### src/rtl/memory_spram_initiator.sv
// Purpose : valid/ready bus initiator for a synchronous single-port SPRAM, with post-reset
//           wake delay and an optional array clear sweep (enabled by the SPRAM_CLEAR_EN macro).
// Latency : a request is issued combinationally on the accept edge; its response is valid 1 cycle later.
// Backpr. : one response slot; req_ready drops while a response is held and rsp_ready is low.
//
// Ports:
//   clk, rst (async, active-low)
//   req_valid/req_ready, req_wen, req_wmask, req_addr, req_wdata : request side
//   rsp_valid/rsp_ready, rsp_rdata                                 : response side (0 for writes)
//   busy                                                           : wake or clear in progress
//   mem_wen, mem_wmask, mem_addr, mem_wdata, mem_rdata             : SPRAM port
module memory_spram_initiator #(
  parameter int ADDR_WIDTH  = 14,
  parameter int WAKE_CYCLES = 4,
  parameter int CLEAR_WORDS = 16384
) (
  input  logic                  clk,
  input  logic                  rst,
  input  logic                  req_valid,
  output logic                  req_ready,
  input  logic                  req_wen,
  input  logic [3:0]            req_wmask,
  input  logic [ADDR_WIDTH-1:0] req_addr,
  input  logic [31:0]           req_wdata,
  output logic                  rsp_valid,
  input  logic                  rsp_ready,
  output logic [31:0]           rsp_rdata,
  output logic                  busy,
  output logic                  mem_wen,
  output logic [3:0]            mem_wmask,
  output logic [ADDR_WIDTH-1:0] mem_addr,
  output logic [31:0]           mem_wdata,
  input  logic [31:0]           mem_rdata
);

  localparam int WCW = (WAKE_CYCLES > 1) ? $clog2(WAKE_CYCLES) : 1;

  typedef enum logic [1:0] {
    S_WAKE  = 2'd0,
    S_CLEAR = 2'd1,
    S_RUN   = 2'd2
  } state_t;

  state_t state, state_nxt;

  logic [WCW-1:0] wake_cnt;
  logic           wake_last;
  logic           accept;

  logic           rsp_first;  // response is in its first valid cycle: data comes straight from the SPRAM
  logic           rsp_rd;     // outstanding response belongs to a read
  logic [31:0]    rsp_hold;   // captured data while the consumer stalls

  assign wake_last = (wake_cnt == WCW'(WAKE_CYCLES - 1));

  // Wake counter: runs only in WAKE and restarts from 0 on every reset.
  always_ff @(posedge clk or negedge rst) begin
    if (!rst) begin
      wake_cnt <= '0;
    end else if (state == S_WAKE && !wake_last) begin
      wake_cnt <= wake_cnt + WCW'(1);
    end
  end

`ifdef SPRAM_CLEAR_EN
  // One extra bit so a full-array sweep (CLEAR_WORDS = 2^ADDR_WIDTH) ends without wrapping.
  logic [ADDR_WIDTH:0] sweep;
  logic                sweep_last;

  assign sweep_last = (sweep == (ADDR_WIDTH + 1)'(CLEAR_WORDS - 1));

  always_ff @(posedge clk or negedge rst) begin
    if (!rst) begin
      sweep <= '0;
    end else if (state == S_CLEAR) begin
      sweep <= sweep + (ADDR_WIDTH + 1)'(1);
    end
  end
`endif

  // State register
  always_ff @(posedge clk or negedge rst) begin
    if (!rst) begin
      state <= S_WAKE;
    end else begin
      state <= state_nxt;
    end
  end

  // Next-state logic
  always_comb begin
    state_nxt = state;
    case (state)
      S_WAKE: begin
        if (wake_last) begin
`ifdef SPRAM_CLEAR_EN
          state_nxt = S_CLEAR;
`else
          state_nxt = S_RUN;
`endif
        end
      end
`ifdef SPRAM_CLEAR_EN
      S_CLEAR: begin
        if (sweep_last) state_nxt = S_RUN;
      end
`endif
      S_RUN:   state_nxt = S_RUN;
      default: state_nxt = S_WAKE;
    endcase
  end

  // Output logic. Memory port is idle (all zero) in WAKE, so reset pulls mem_wen low asynchronously.
  always_comb begin
    busy      = 1'b1;
    req_ready = 1'b0;
    accept    = 1'b0;
    mem_wen   = 1'b0;
    mem_wmask = 4'h0;
    mem_addr  = '0;
    mem_wdata = 32'd0;
    case (state)
`ifdef SPRAM_CLEAR_EN
      S_CLEAR: begin
        mem_wen   = 1'b1;
        mem_wmask = 4'hF;
        mem_addr  = sweep[ADDR_WIDTH-1:0];
      end
`endif
      S_RUN: begin
        busy      = 1'b0;
        req_ready = !rsp_valid || rsp_ready;
        accept    = req_valid && req_ready;
        mem_addr  = req_addr;
        mem_wdata = req_wdata;
        mem_wen   = accept && req_wen;
        mem_wmask = (accept && req_wen) ? req_wmask : 4'h0;
      end
      default: ;
    endcase
  end

  // Response slot. SPRAM read data is only valid in the cycle right after the access,
  // so a stalled response must be captured at the end of its first cycle.
  always_ff @(posedge clk or negedge rst) begin
    if (!rst) begin
      rsp_valid <= 1'b0;
      rsp_first <= 1'b0;
      rsp_rd    <= 1'b0;
      rsp_hold  <= 32'd0;
    end else begin
      if (accept) begin
        rsp_valid <= 1'b1;
        rsp_first <= 1'b1;
        rsp_rd    <= !req_wen;
      end else begin
        rsp_first <= 1'b0;
        if (rsp_ready) rsp_valid <= 1'b0;
      end

      if (rsp_valid && !rsp_ready && rsp_first) begin
        rsp_hold <= rsp_rdata;
      end else if (rsp_valid && rsp_ready) begin
        rsp_hold <= 32'd0;
      end
    end
  end

  assign rsp_rdata = rsp_first ? (rsp_rd ? mem_rdata : 32'd0) : rsp_hold;

endmodule

### config.mk
export PLATFORM = sky130hd
export DESIGN_NAME = memory_spram_initiator
export DESIGN_NICKNAME = d
export VERILOG_FILES = /design/src/rtl/memory_spram_initiator.sv
export SDC_FILE = /design/constraint.sdc
export NUM_CORES = 1
export LEC_CHECK = 0
export ABC_AREA = 1
export BUFFER_PORTS_ARGS = -buffer_cell sky130_fd_sc_hd__buf_2
export CORE_ASPECT_RATIO = 0.5
export CORE_MARGIN = 1
export CORE_UTILIZATION = 41
export CTS_CLUSTER_SIZE = 24
export DETAILED_ROUTE_END_ITERATION = 10
export GPL_ROUTABILITY_DRIVEN = 0
export PLACE_DENSITY_LB_ADDON = 0.2
export SLEW_MARGIN = 20
export SYNTH_ARGS = -nofsm -noshare
export SYNTH_HDL_FRONTEND = slang
export SYNTH_SLANG_ARGS = --single-unit
### constraint.sdc
create_clock -name clk -period 1.1 [get_ports clk]
set_input_delay 0.165 -clock clk [delete_from_list [all_inputs] [get_ports clk]]
set_output_delay 0.165 -clock clk [all_outputs]
set_load 0.05 [all_outputs]
==> results of run 1 <==
-- Yosys cell counts --
| cell type | number |
|---|---|
| clkbuf_1 | 11 |
| nand3_1 | 21 |
| dfrtp_1 | 38 |
| o21ai_1 | 11 |
| nand2_2 | 1 |
| nand2_1 | 119 |
| inv_1 | 90 |
| buf_6 | 2 |
| nand4_1 | 2 |
| ha_1 | 1 |
| o21ai_4 | 1 |
| o21ai_2 | 18 |
| buf_4 | 6 |
| buf_2 | 5 |
| xor2_1 | 1 |
| o21ai_0 | 35 |
| nor2_1 | 7 |
-- metrics by stage --
stage	hold WS [ns]	instance area [um2]	cells	setup slack [ns]	TNS, ns
detailed placement	0.1466	4046	622	-0.2557	-17.22
floorplan	-0.1306	3034	369	-0.5379	-7.141
global placement	0.1431	4046	622	-0.2308	-16.02
-- logic make-up after synthesis --
kind of cell / synth area share
AO/OA/AOI/OAI: 0.1653
buffers and inverters: 0.1929
XOR/XNOR: 0.003583
AND/OR/NAND/NOR: 0.2441
flip-flops: 0.3889
adder cells (fa/ha/maj): 0.005117
==> reports/qor.yml, run 1 <==
placement:
  io_buffers: 172
  dpl.hpwl_um: 5287
synthesis:
  ys_types: 17
  yosys.area.top_type_share: 0.3889
  netlist_area_um2: 2445
  synth_area_leader_cell: "dfrtp_1"
  yosysSeqAreaShare: 0.3889
  ys_ff_latch: 38
  syn_inst: 369
  yosysWarnings: 0
  syn_nets: 457
  synth.avg_cell_area_um2: 6.626
  synth_area_leaders: "dfrtp_1, nand2_1, inv_1, o21ai_0, o21ai_2"
clock_tree:
  cts_buffers: 5
  cts_hold_buf: 1
  post_cts_resized: 339
  cts_max_path_buffers: 2
  cts_root_buffer: "clkbuf_16"
  cts_sinks: 38
  h-tree-depth: 2
  cts_setup_buffers: 10
floorplan:
  dieWidth_um: 111.2
  die_h_um: 56.61
  start_util: 0.4358
  ioPinCount: 173
  rows: 19
run_status:
  status: "aborted with a tool error"
  error: "[ERROR DPL-0033] detailed placement checks failed during check placement."
  stop_stage: "clock tree synthesis (4_1_cts)"
==> run 2: changes to the inputs <==
--- a/config.mk
+++ b/config.mk
@@ -7,13 +7,11 @@
 export LEC_CHECK = 0
 export ABC_AREA = 1
 export BUFFER_PORTS_ARGS = -buffer_cell sky130_fd_sc_hd__buf_2
-export CORE_ASPECT_RATIO = 0.5
 export CORE_MARGIN = 1
-export CORE_UTILIZATION = 41
-export CTS_CLUSTER_SIZE = 24
+export CORE_UTILIZATION = 35
 export DETAILED_ROUTE_END_ITERATION = 10
 export GPL_ROUTABILITY_DRIVEN = 0
-export PLACE_DENSITY_LB_ADDON = 0.2
+export PLACE_DENSITY_LB_ADDON = 0.15
 export SLEW_MARGIN = 20
 export SYNTH_ARGS = -nofsm -noshare
 export SYNTH_HDL_FRONTEND = slang
==> reports/qor.yml, run 2 <==
synthesis:
  synth-edff-count: 0  # unchanged
  syn_inst: 369  # unchanged
  yosys.area.top_type_share: 0.3889  # unchanged
  yosys.area_share.simple: 0.2441  # unchanged
  ys.flop_type: "dfrtp_1"
  yosysWarnings: 0  # unchanged
  synth_most_common_cell: "nand2_1"
  async_flop_share: 1.000  # unchanged
  synth_compound_area_frac: 0.1653  # unchanged
  synth.avg_cell_area_um2: 6.626  # unchanged
  ys_ff_latch: 38  # unchanged
  synth_area_leader_cell: "dfrtp_1"
  netlist_area_um2: 2445  # unchanged
  yosys.area_share.adder: 0.005118  # unchanged
  synthTopCellsByCount: "nand2_1, inv_1, dfrtp_1"
  yosysSeqAreaShare: 0.3889  # unchanged
  synth_area_leaders: "dfrtp_1, nand2_1, inv_1, o21ai_0, o21ai_2"
  ys_types: 17  # unchanged
  syn_nets: 457  # unchanged
  synthMuxAreaShare: 0  # unchanged
  synth-xor-area-share: 0.003582  # unchanged
  synth_top_family_by_area: "simple AND/OR/NAND/NOR gates"
timing:
  fin_crit_ns: 1.634
  finalSetupViolations: 121
  setup_tns_ns: -44.79
  min_period_over_period: 1.485
  finalHoldViolations: 0
  slew_violations: 0
  clock_skew_ns: 0.01102
  setup_ws_ns: -0.5336
  worstMarginPinSlew_ns: 0.3011
  rsz0062_at_grt: "true"
  slew_headroom: 0.7993
  max_freq_mhz: 612.1
  hold_ws_ns: 0.1387
layout:
  reg_top3: "rsp_hold (32), wake_cnt (2)"
  layout_common_cells: "buf_2, nand2_1, buf_6"
  fin_cells: 654
  top_register: "rsp_hold"
  num_antenna_cells: 0
  syn_to_final_growth_pct: 130.4
  layout.cells.most_common: "buf_2"
  final_layout_size_suffix_gt1_frac: 0.6986
  nets: 661
  largest_reg_flops: 32
critical_path:
  cp_data_arrival_time_ns: 1.47
  critical_path_buf_inv_count: 5
  critPathMaxStageDelay_ns: 0.43
  path_delay_family: "buffers and inverters"
  crit_path_end_kind: "primary output"
  slowest_stage: "dfrtp_2"
  crit_chain: "buf_6, buf_8, buf_12, nand2_4, clkinvlp_4, buf_8"
  cp_max_fo: 6
  start_kind: "register"
  worst-setup-path-type: "register to primary output"
  required_ns: 0.94
  cpMostUsedCell: "buf_8"
pwr:
  p_leak_uw: 0.002730
  power.density_nw_per_um2: 934.3
  finalPower_uw: 5263
  irDropWorstVdd_mv: 0.7059
floorplan:
  start_util: 0.3619  # -0.07392
  core_area_um2: 6756
  dieArea_um2: 7323
  dieWidth_um: 85.58  # -23%
  die_h_um: 85.58  # +51%
  rows: 30  # +11
  ioPinCount: 173  # unchanged
routing:
  drt_iter0_markers: 152
  drtPass1Iterations: 4
  final_antenna_net_count: 0
  route.detailed.drc: 0
  vias: 3334
  post_drt_wl_per_cell_um: 18.40
  wl_um: 12030
  avgViaCountPerCell: 5.098
global_routing:
  grt_pass1_wl_um: 18660
  grtUsageTotal: 0.3347
  overflow: 0
  antenna_found_initial: 0
  grt_max_degree: 29
  grt_pass1_vias: 3536
placement:
  dpl.hpwl_um: 5899  # +12%
  io_buffers: 172  # unchanged
  dp.cells: 626  # +0.64%
  pre_cts_ws_ns: -0.3029  # -0.04725 ns
clock_tree:
  cts_max_path_buffers: 2  # unchanged
  cts_sinks: 38  # unchanged
  clk_pin_slew_ns: 0.08
  cts_buffers: 5  # unchanged
  h-tree-depth: 2  # unchanged
  cts_root_buffer: "clkbuf_8"
  cts_tree: "done"
  insertion_delay_ns: 0.29
run:
  max_cap_viol_count: 0
hold_path:
  hp-class: "input port to register"
run_status:
  status: "complete, but fails checks"
  violations: "negative setup slack"
[run 2: cell counts after synthesis]
Identical to the previous run, type by type.
[run 2: report_power, final]
part           internal [uW]  switching, uW  total (uW)
clock                    440            493         933
sequential              1480           58.8        1540
combinational           1120           1670        2790
[run 2: final timing paths]
path	slack [ns]	cells after the start	endpoint	from
max	-0.53	6	mem_wdata[10]	state[1]
min	0.14	3	rsp_hold[4]	mem_rdata[4]
max reg2reg	-0.32	6	rsp_hold[2]	rsp_first
min reg2reg	0.48	2	wake_cnt[1]	wake_cnt[1]
max in group asynchronous	0.34	3	rsp_first	rst
min in group asynchronous	0.29	2	rsp_hold[1]	rst
[run 2: routing by layer]
metal  track usage  share of wire
met2        0.6262           0.53
met5             0              0
met4        0.1970          0.062
met1        0.3376           0.35
met3       0.07796          0.063
[run 2: cells by family after synthesis]
logic type      count (synthesis)
simple gates                  150
buf+inv                       114
compound gates                 65
flops                          38
xor+xnor                        1
fa+ha+maj                       1
[run 2: repair_timing]
| action | CTS | global route |
|---|---|---|
| gates resized for setup | 362 | 19 |
| pin swaps | 11 | 5 |
| endpoints found under the setup margin | 120 | 124 |
| endpoints found under the hold margin | 10 | 0 |
| setup buffers | 11 | 1 |
| gates cloned | 11 | 0 |
| hold buffers | 1 | 0 |
[run 2: cell type report]
type,count,area [um2]
flip-flops and latches,38,957.2
multi-input cells,217,1810
well taps,80,100.1
inverters,90,366.6
clock buffers,6,72.57
repair buffers,221,2316
fillers,353,1124
clock inverters,2,10.01
[run 2: per-stage QoR]
step	utilization	instance area, um2
floorplan	-	3034
global placement	0.6009	4060
detailed placement	0.6009	4060
CTS	0.8369	5654
global route	0.8337	5633
finish	0.8337	5633
[run 2: tightest hold or removal path: cells and delay by family]
kind	cells	cell delay, ns
simple gates	1	0.07
buf+inv	1	0.11
compound gates	1	0.06
No activity file was read; power rests on OpenSTA's default activity.
==> run 3: changes to the inputs <==
--- a/config.mk
+++ b/config.mk
@@ -7,8 +7,8 @@
 export LEC_CHECK = 0
 export ABC_AREA = 1
 export BUFFER_PORTS_ARGS = -buffer_cell sky130_fd_sc_hd__buf_2
-export CORE_MARGIN = 1
-export CORE_UTILIZATION = 35
+export CORE_MARGIN = 3
+export CORE_UTILIZATION = 41
 export DETAILED_ROUTE_END_ITERATION = 10
 export GPL_ROUTABILITY_DRIVEN = 0
 export PLACE_DENSITY_LB_ADDON = 0.15
==> reports/qor.yml, run 3 <==
synthesis:
  ys.flop_type: "dfrtp_1"
  yosysSeqAreaShare: 0.3889  # unchanged
  synth-edff-count: 0  # unchanged
  yosys.area.top_type_share: 0.3889  # unchanged
  ys_ff_latch: 38  # unchanged
  synth_area_leader_cell: "dfrtp_1"
  async_flop_share: 1.000  # unchanged
  syn_nets: 457  # unchanged
  synth_area_leaders: "dfrtp_1, nand2_1, inv_1, o21ai_0, o21ai_2"
  synthTopCellsByCount: "nand2_1, inv_1, dfrtp_1"
  ys_types: 17  # unchanged
  syn_inst: 369  # unchanged
  netlist_area_um2: 2445  # unchanged
  synth_most_common_cell: "nand2_1"
  synth.avg_cell_area_um2: 6.626  # unchanged
  yosysWarnings: 0  # unchanged
clock_tree:
  cts_root_buffer: "clkbuf_8"
  cts_max_path_buffers: 2  # unchanged
  h-tree-depth: 2  # unchanged
  cts_sinks: 38  # unchanged
  cts_buffers: 5  # unchanged
placement:
  io_buffers: 172  # unchanged
  dpl.hpwl_um: 6359  # +7.8%
  dp.cells: 620  # -0.96%
timing:
  worstEpCategory: "output port"
  crit_endpoint: "rsp_rdata[28]"
floorplan:
  ioPinCount: 173  # unchanged
  dieWidth_um: 83.22  # -2.8%
  start_util: 0.4334  # +0.07150
  rows: 27  # -10%
  die_h_um: 83.22  # -2.8%
run_status:
  error: "[ERROR DPL-0038] Utilization greater than 100%, impossible to legalize"
  stop_stage: "global routing (5_1_grt)"
  status: "aborted with a tool error"
global_routing:
  grt_max_degree: 42
run 3: cell counts after synthesis:
Identical to the previous run, type by type.
run 3: cell families after synthesis:
kind of cell	after synthesis	synth area share
xor gates and xnor gates	1	0.003583
buffers and inverters	114	0.1929
and+or+nand+nor	150	0.2441
adders and majority gates	1	0.005117
AOI/OAI and AO/OA	65	0.1653
DFF	38	0.3889
run 3: per-stage QoR:
step	setup WS [ns]	area, um2
after CTS	-0.4923	5339
after floorplan	-0.5379	3034
after global placement	-0.2343	4063
after detailed placement	-0.2675	4063
run 3: what timing repair did:
item                                    in CTS
endpoints found under the setup margin     120
hold endpoints to repair                    38
resized for setup                          349
hold buffers                                 1
pin swaps                                    4
gates cloned                                 3
buffers inserted                             5
